`src/rtl/instruction_loader_pkg.sv`:
```
// Shared processor package: loader FSM encoding and instruction byte count.
package instruction_loader_pkg;

  typedef enum logic [1:0] {
    StIdle,
    StRecv,
    StWrite,
    StDone
  } loader_state_e;

  localparam int unsigned BytesPerInstr = 4;

endpackage

```
`src/rtl/instruction_loader.sv`:
```
// Streams program bytes into instruction memory, assembling little-endian
// 32-bit words and writing them to consecutive word addresses from 0.
module instruction_loader
  import instruction_loader_pkg::*;
#(
  parameter int unsigned WORDSIZE         = 64,
  parameter int unsigned INSTRUCTION_SIZE = 32,
  parameter int unsigned MEMORY_SIZE      = 1024
) (
  input  logic                        clk,
  input  logic                        rst_n,
  input  logic                        start,
  input  logic [15:0]                 length,
  input  logic                        byte_valid,
  input  logic [7:0]                  byte_data,
  output logic                        byte_ready,
  output logic                        mem_we,
  output logic [WORDSIZE-1:0]         mem_addr,
  output logic [INSTRUCTION_SIZE-1:0] mem_wdata,
  output logic                        busy,
  output logic                        done,
  output logic                        error
);

  localparam int unsigned CntW     = (MEMORY_SIZE > 1) ? $clog2(MEMORY_SIZE) : 1;
  localparam int unsigned ByteCntW = $clog2(BytesPerInstr);
  localparam logic [ByteCntW-1:0] LastByte = ByteCntW'(BytesPerInstr - 1);

  loader_state_e               state_q, state_d;
  logic [15:0]                 length_q, length_d;
  logic [CntW-1:0]             word_cnt_q, word_cnt_d;
  logic [ByteCntW-1:0]         byte_cnt_q, byte_cnt_d;
  logic [INSTRUCTION_SIZE-1:0] asm_q, asm_d;
  logic [WORDSIZE-1:0]         mem_addr_q, mem_addr_d;
  logic [INSTRUCTION_SIZE-1:0] mem_wdata_q, mem_wdata_d;
  logic                        error_q, error_d;

  always_comb begin
    state_d     = state_q;
    length_d    = length_q;
    word_cnt_d  = word_cnt_q;
    byte_cnt_d  = byte_cnt_q;
    asm_d       = asm_q;
    mem_addr_d  = mem_addr_q;
    mem_wdata_d = mem_wdata_q;
    error_d     = 1'b0;

    unique case (state_q)
      StIdle: begin
        if (start) begin
          if ((length != 16'd0) && (32'(length) <= MEMORY_SIZE)) begin
            length_d   = length;
            word_cnt_d = '0;
            byte_cnt_d = '0;
            state_d    = StRecv;
          end else begin
            error_d = 1'b1;
            state_d = StDone;
          end
        end
      end
      StRecv: begin
        if (byte_valid) begin
          asm_d[{byte_cnt_q, 3'b000} +: 8] = byte_data;
          byte_cnt_d = byte_cnt_q + ByteCntW'(1);
          if (byte_cnt_q == LastByte) begin
            // Output registers load here so they hold after the write cycle.
            mem_addr_d  = WORDSIZE'(word_cnt_q);
            mem_wdata_d = asm_d;
            state_d     = StWrite;
          end
        end
      end
      StWrite: begin
        if (32'(word_cnt_q) + 32'd1 == 32'(length_q)) begin
          state_d = StDone;
        end else begin
          word_cnt_d = word_cnt_q + CntW'(1);
          state_d    = StRecv;
        end
      end
      StDone: begin
        state_d = StIdle;
      end
      default: state_d = StIdle;
    endcase
  end

  always_ff @(posedge clk) begin
    if (!rst_n) begin
      state_q     <= StIdle;
      length_q    <= '0;
      word_cnt_q  <= '0;
      byte_cnt_q  <= '0;
      asm_q       <= '0;
      mem_addr_q  <= '0;
      mem_wdata_q <= '0;
      error_q     <= 1'b0;
    end else begin
      state_q     <= state_d;
      length_q    <= length_d;
      word_cnt_q  <= word_cnt_d;
      byte_cnt_q  <= byte_cnt_d;
      asm_q       <= asm_d;
      mem_addr_q  <= mem_addr_d;
      mem_wdata_q <= mem_wdata_d;
      error_q     <= error_d;
    end
  end

  assign byte_ready = (state_q == StRecv);
  assign mem_we     = (state_q == StWrite);
  assign mem_addr   = mem_addr_q;
  assign mem_wdata  = mem_wdata_q;
  assign busy       = (state_q != StIdle);
  assign done       = (state_q == StDone);
  assign error      = (state_q == StDone) && error_q;

endmodule

```
`config.mk`:
```
export PLATFORM = sky130hd
export DESIGN_NAME = instruction_loader
export DESIGN_NICKNAME = d
export VERILOG_FILES = /design/src/rtl/instruction_loader_pkg.sv /design/src/rtl/instruction_loader.sv
export SDC_FILE = /design/constraint.sdc
export NUM_CORES = 1
export LEC_CHECK = 0
export CORE_ASPECT_RATIO = 1.2
export CORE_UTILIZATION = 55
export CTS_BUF_LIST = sky130_fd_sc_hd__clkbuf_2
export DETAILED_ROUTE_END_ITERATION = 10
export HOLD_SLACK_MARGIN = 0.15
export PLACE_DENSITY_LB_ADDON = 0.08
export SYNTH_ARGS = -nofsm -noshare
export SYNTH_HDL_FRONTEND = slang
export SYNTH_SLANG_ARGS = --single-unit
```
`constraint.sdc`:
```
create_clock -name clk -period 4.25 [get_ports clk]
set_input_delay 0.85 -clock clk [delete_from_list [all_inputs] [get_ports clk]]
set_output_delay 0.85 -clock clk [all_outputs]
set_load 0.01 [all_outputs]
```
==> results of run 1 <==
[metrics by stage]
step | area, um^2 | utilization | std cells
6_report | 5610 | 0.645 | 766
5_1_grt | 5610 | 0.645 | 766
4_1_cts | 5610 | 0.645 | 766
3_5_place_dp | 5490 | 0.631 | 751
3_3_place_gp | 5490 | 0.631 | 751
2_1_floorplan | 5190 | - | 652
[cell type report]
class | instances | area, um^2 | share of cell area
Tap cell | 117 | 146 | 0.0261
Sequential cell | 105 | 2100 | 0.375
Clock inverter | 6 | 75.1 | 0.0134
Multi-Input combinational cell | 435 | 2400 | 0.429
Inverter | 13 | 48.8 | 0.00870
Timing Repair Buffer | 81 | 788 | 0.140
Clock buffer | 9 | 45.0 | 0.00803
[metal layers]
layer / part of all wire / vias up / global-route usage
met2: 0.52 / 134 / 0.438
li1: - / 2116 / -
met5: 0 / - / 0
met3: 0.049 / 24 / 0.0443
met4: 0.029 / 0 / 0.105
met1: 0.41 / 2084 / 0.320
[placed cells by master, fill, tap and decap left out, types with 3 or more instances in the layout]
| master | n |
|---|---|
| clkinv_1 | 3 |
| nor3_1 | 9 |
| a221oi_1 | 34 |
| conb_1 | 54 |
| xor2_1 | 4 |
| clkbuf_2 | 9 |
| nand3_1 | 8 |
| o2bb2ai_1 | 8 |
| and3_1 | 9 |
| nor2_1 | 45 |
| buf_4 | 7 |
| o21ai_0 | 64 |
| dfxtp_1 | 105 |
| clkdlybuf4s50_1 | 73 |
| inv_1 | 10 |
| a21oi_1 | 67 |
| nor4b_1 | 3 |
| and4_1 | 4 |
| o211ai_1 | 6 |
| or4_1 | 3 |
| ha_1 | 7 |
| and2_1 | 6 |
| nor2b_1 | 3 |
| nand4_1 | 7 |
| nand2_1 | 62 |
| a31oi_1 | 4 |
| xnor2_1 | 6 |
[where the power goes]
part	internal (mW)	switching (mW)
Combinational	0.0631	0.115
Sequential	1.02	0.0185
Clock	0.143	0.340
[worst min-delay path by stage]
stage | from | to | slack, ns | cells past startpoint
2_1_floorplan | length_q[5] | length_q[5] | 0.44 | 2
3_3_place_gp | mem_addr[7] | mem_addr[7] | 0.45 | 2
3_5_place_dp | mem_addr[8] | mem_addr[8] | 0.45 | 2
4_1_cts | mem_addr[8] | mem_addr[8] | 0.48 | 2
5_1_grt | mem_addr[5] | mem_addr[5] | 0.50 | 2
6_report | mem_addr[8] | mem_addr[8] | 0.48 | 2
[worst max-delay path, cell delays in order (launching register included)]
cell	delay (ns)
dfxtp_1	0.51
nor2b_1	0.48
clkdlybuf4s50_1	0.64
[flip-flops by register name (all words and copies together) (netlist names)]
signal / flops
byte_cnt_q: 2
length_q: 16
asm_q: 32
mem_addr: 10
mem_wdata: 32
word_cnt_q: 10
error_q: 1
state_q: 2
[cells by family (layout without fill, tap and decap cells)]
kind of cell | after synthesis | count (layout) | synth area share
AOI/OAI and AO/OA | 196 | 196 | 0.246
xor gates and xnor gates | 10 | 10 | 0.0176
and+or+nand+nor | 168 | 168 | 0.160
adders and majority gates | 7 | 7 | 0.0176
DFF | 105 | 105 | 0.421
buffers and inverters | 112 | 109 | 0.137
other | 1 | 54 | 0.000752
==> flow_metrics.py, run 1 <==
metrics = {
    "sta": {
        "whs_ns": 0.477,
        "finalMaxSlewViolations": 0,
        "slew_headroom": 0.198,
        "post-route-period-util": 0.712,
        "tns_ns": 0,
        "min_period_ns": 3.03,
        "skew_ns": 0.0317,
        "setup_violations": 0,
        "fmax_mhz": 331,
        "grt_setup_unrepaired": "no",
        "hold_viol": 0,
        "worstMarginPinSlew_ns": 1.19,
        "finalWorstSetupSlack_ns": 1.22,
    },
    "detailed_routing": {
        "via_per_inst": 5.69,
        "drc_errors": 0,
        "routed-via-count": 4358,
        "wl_um": 11800,
        "first_iter_violations": 215,
        "first_pass_iters": 4,
        "antenna_left": 0,
        "wl_per_cell_um": 15.4,
    },
    "global_routing": {
        "grt.overflow.total": 0,
        "grt_pass1_wl_um": 19300,
        "grtUsageTotal": 0.259,
        "antenna_found_initial": 0,
        "grt_max_degree": 79,
        "first_global_vias": 4006,
    },
    "hold_path": {
        "hold_class": "reg -> reg",
    },
    "clocking": {
        "cts_buffers": 9,
        "clkTransAtPathRegs_ns": 0.28,
        "h-tree-depth": 3,
        "clk_latency_ns": 0.57,
        "cts_tree": "done",
        "root_buffer": "clkbuf_2",
        "cts_sinks": 105,
        "ctsResizeCount": 0,
        "hold_buffers": 0,
        "cts_buffer_depth": 2,
        "cts_setup_buffers": 0,
    },
    "power_and_ir_drop": {
        "peakVddDrop_mv": 0.188,
        "power_density_nw_per_um2": 302,
        "power.leakage_nw": 2.13,
        "power_mw": 1.70,
    },
    "synthesis": {
        "synth_area_um2": 4990,
        "synth_top_cell_area_share": 0.421,
        "synth_edf_count": 0,
        "syn_area_per_cell_um2": 8.33,
        "synthTopCellsByCount": "dfxtp_1, a21oi_1, o21ai_0",
        "syn-instance-count": 599,
        "yosys_register_bits": 105,
        "synth_cell_types": 45,
        "ys_async_sr_fraction": 0,
        "seq_area_frac_synth": 0.421,
        "yosys.area.top_type": "dfxtp_1",
        "synthFlopType": "dfxtp_1",
        "synth_area_leaders": "dfxtp_1, buf_4, a21oi_1",
        "ys_warn_count": 0,
        "yosysMostFrequentCell": "dfxtp_1",
    },
    "setup_path": {
        "r2r_slack_ns": 1.47,
        "r2r_cells": 7,
        "reg2reg_to": "word_cnt_q[0]",
        "crit_path_max_fanout": 7,
        "critPathLaunchType": "flip-flop",
        "crit_arrival_ns": 2.18,
        "cp-startpoint": "state_q[0]",
        "path_class": "reg -> out",
        "endpoint_kind": "primary output",
        "cp.required_ns": 3.40,
        "endpoint": "byte_ready",
        "r2r-start": "word_cnt_q[0]",
    },
    "finish": {
        "fillers": 835,
        "area_growth_pct": 12.4,
        "antenna_cells": 0,
        "drive_gt1_frac": 0.0462,
        "nNetsFinal": 680,
    },
    "floorplan": {
        "die_h_um": 106,
        "initial_core_util": 0.573,
        "core-area_um2": 8700,
        "io_pins": 129,
        "die_area_um2": 9460,
        "chipWidth_um": 89.0,
        "rows": 37,
    },
    "placed_design": {
        "dpl_worst_slack_ns": 0.883,
        "dp_hpwl_um": 8070,
        "io_buffers": 74,
        "gp_congestion": 0.849,
    },
    "run_status": {
        "run_status": "complete, no violations",
    },
    "job": {
        "drv_cap": 0,
    },
}
No activity file was read; power rests on OpenSTA's default activity.
==> run 2: changes to the inputs <==
--- a/config.mk
+++ b/config.mk
@@ -6,7 +6,7 @@
 export NUM_CORES = 1
 export LEC_CHECK = 0
 export CORE_ASPECT_RATIO = 1.2
-export CORE_UTILIZATION = 55
+export CORE_UTILIZATION = 46
 export CTS_BUF_LIST = sky130_fd_sc_hd__clkbuf_2
 export DETAILED_ROUTE_END_ITERATION = 10
 export HOLD_SLACK_MARGIN = 0.15
==> constraint.sdc (replaced) <==
create_clock -name clk -period 2.7 [get_ports clk]
set_input_delay 0.54 -clock clk [delete_from_list [all_inputs] [get_ports clk]]
set_output_delay 0.54 -clock clk [all_outputs]
set_load 0.01 [all_outputs]
==> run 2 against run 1 <==
Against the previous run: clock-buffer cell count up 1; sequential share of layout area decreased by 1.4 points; register-to-register slack got worse by 1.2 ns; clock power up 58%; non-clock buffer count increased by 25; final cell count is 5.0% higher.
==> flow_metrics.py, run 2 (synthesized netlist as in run 1, its figures left out) <==
metrics = {
    "run_status": {
        "run_status": "complete, no violations",
    },
    "detailed_routing": {
        "via_per_inst": 5.40,
        "wl_met3_um": 498,
        "drc_errors": 0,
        "first_pass_iters": 4,
        "met1Wirelength_um": 5160,
        "wl_per_cell_um": 14.9,
        "routed-via-count": 4339,
        "top_layer": "met4",
        "antenna_left": 0,
        "first_iter_violations": 153,
        "wl_met2_um": 6120,
        "wl_um": 12000,
    },
    "placed_design": {
        "dpl_worst_slack_ns": -0.185,
        "placed_cell_area_um2": 5710,
        "gp_congestion": 0.797,
        "io_buffers": 74,
        "dp_hpwl_um": 8500,
    },
    "floorplan": {
        "core-area_um2": 10500,
        "rows": 41,
        "die_area_um2": 11300,
        "initial_core_util": 0.474,
        "io_pins": 129,
        "chipWidth_um": 97.1,
        "die_h_um": 116,
    },
    "job": {
        "drv_cap": 0,
    },
    "sta": {
        "whs_ns": 0.380,
        "skew_ns": 0.0451,
        "min_period_ns": 2.52,
        "grt_setup_unrepaired": "no",
        "tns_ns": 0,
        "slew_headroom": 0.578,
        "hold_viol": 0,
        "setup_violations": 0,
        "finalWorstSetupSlack_ns": 0.182,
        "worstMarginPinSlew_ns": 0.633,
        "fmax_mhz": 397,
        "post-route-period-util": 0.933,
        "finalMaxSlewViolations": 0,
    },
    "finish": {
        "most-common-layout-cells": "dfxtp_1, clkdlybuf4s50_1, a21oi_1",
        "drive_gt1_frac": 0.0844,
        "fin_area_um2": 5830,
        "antenna_cells": 0,
        "area_growth_pct": 16.9,
        "layout_commonest_cell": "dfxtp_1",
        "fillers": 1032,
        "nNetsFinal": 705,
    },
    "setup_path": {
        "r2r-start": "word_cnt_q[5]",
        "endpoint_kind": "primary output",
        "crit_path_max_fanout": 7,
        "r2r_slack_ns": 0.32,
        "crit_arrival_ns": 1.98,
        "path_class": "reg -> out",
        "reg2reg_to": "word_cnt_q[1]",
        "critPathLaunchType": "flip-flop",
        "cp.required_ns": 2.16,
        "r2r_cells": 7,
    },
    "clocking": {
        "cts_sinks": 105,
        "cts_buffers": 9,
        "clkTransAtPathRegs_ns": 0.29,
        "ctsResizeCount": 1,
        "root_buffer": "clkbuf_2",
        "cts_buffer_depth": 2,
        "h-tree-depth": 3,
        "cts_tree": "done",
        "cts_setup_buffers": 0,
        "clk_latency_ns": 0.58,
        "hold_buffers": 0,
    },
    "hold_path": {
        "hold_class": "in -> reg",
        "hold_path_startpoint": "rst_n",
        "holdPathEnd": "byte_cnt_q[1]",
        "whs_path_depth": 3,
    },
    "power_and_ir_drop": {
        "power_density_nw_per_um2": 462,
        "power.leakage_nw": 2.26,
        "peakVddDrop_mv": 0.334,
    },
    "global_routing": {
        "grt.overflow.total": 0,
        "grtUsageTotal": 0.215,
        "antenna_found_initial": 0,
        "grt_max_degree": 79,
        "grt_pass1_wl_um": 19700,
        "first_global_vias": 4025,
    },
}
run 2: area by class of cell:
cell class	count	area [um^2]	share of cell area
multi-input combinational	435	2410	0.413
sequential	105	2100	0.360
timing repair buffer	106	988	0.169
tap	129	161	0.0277
clock inverter	6	73.8	0.0127
clock buffer	10	50.0	0.00858
inverter	13	48.8	0.00837
run 2: power breakdown:
group,switching (mW),internal [mW]
clock network,0.533,0.229
registers,0.0246,1.60
logic,0.189,0.119
run 2: critical path: stages, from the launching register on:
cell,delay (ns)
dfxtp_1,0.49
nor2b_2,0.33
clkdlybuf4s50_1,0.59
run 2: through the flow:
step / cells / utilization / power, mW
after floorplan: 652 / - / 1.88
after global placement: 788 / 0.543 / 1.95
after detailed placement: 788 / 0.543 / 1.95
after CTS: 804 / 0.555 / 2.72
after global routing: 804 / 0.555 / 2.81
final: 804 / 0.555 / 2.69
run 2: layer usage:
layer  vias up  global-route usage
li1       2162                   -
met1      2065               0.257
met2        95               0.389
met3        17              0.0413
met4         0              0.0706
met5         -                   0
run 2: worst max-delay path by stage:
| stage | startpoint | to |
|---|---|---|
| 6_report | state_q[0] | byte_ready |
| 5_1_grt | state_q[0] | byte_ready |
| 4_1_cts | state_q[0] | byte_ready |
| 3_5_place_dp | length[9] | length_q[5] |
| 3_3_place_gp | length[9] | length_q[8] |
| 2_1_floorplan | length[9] | length_q[10] |
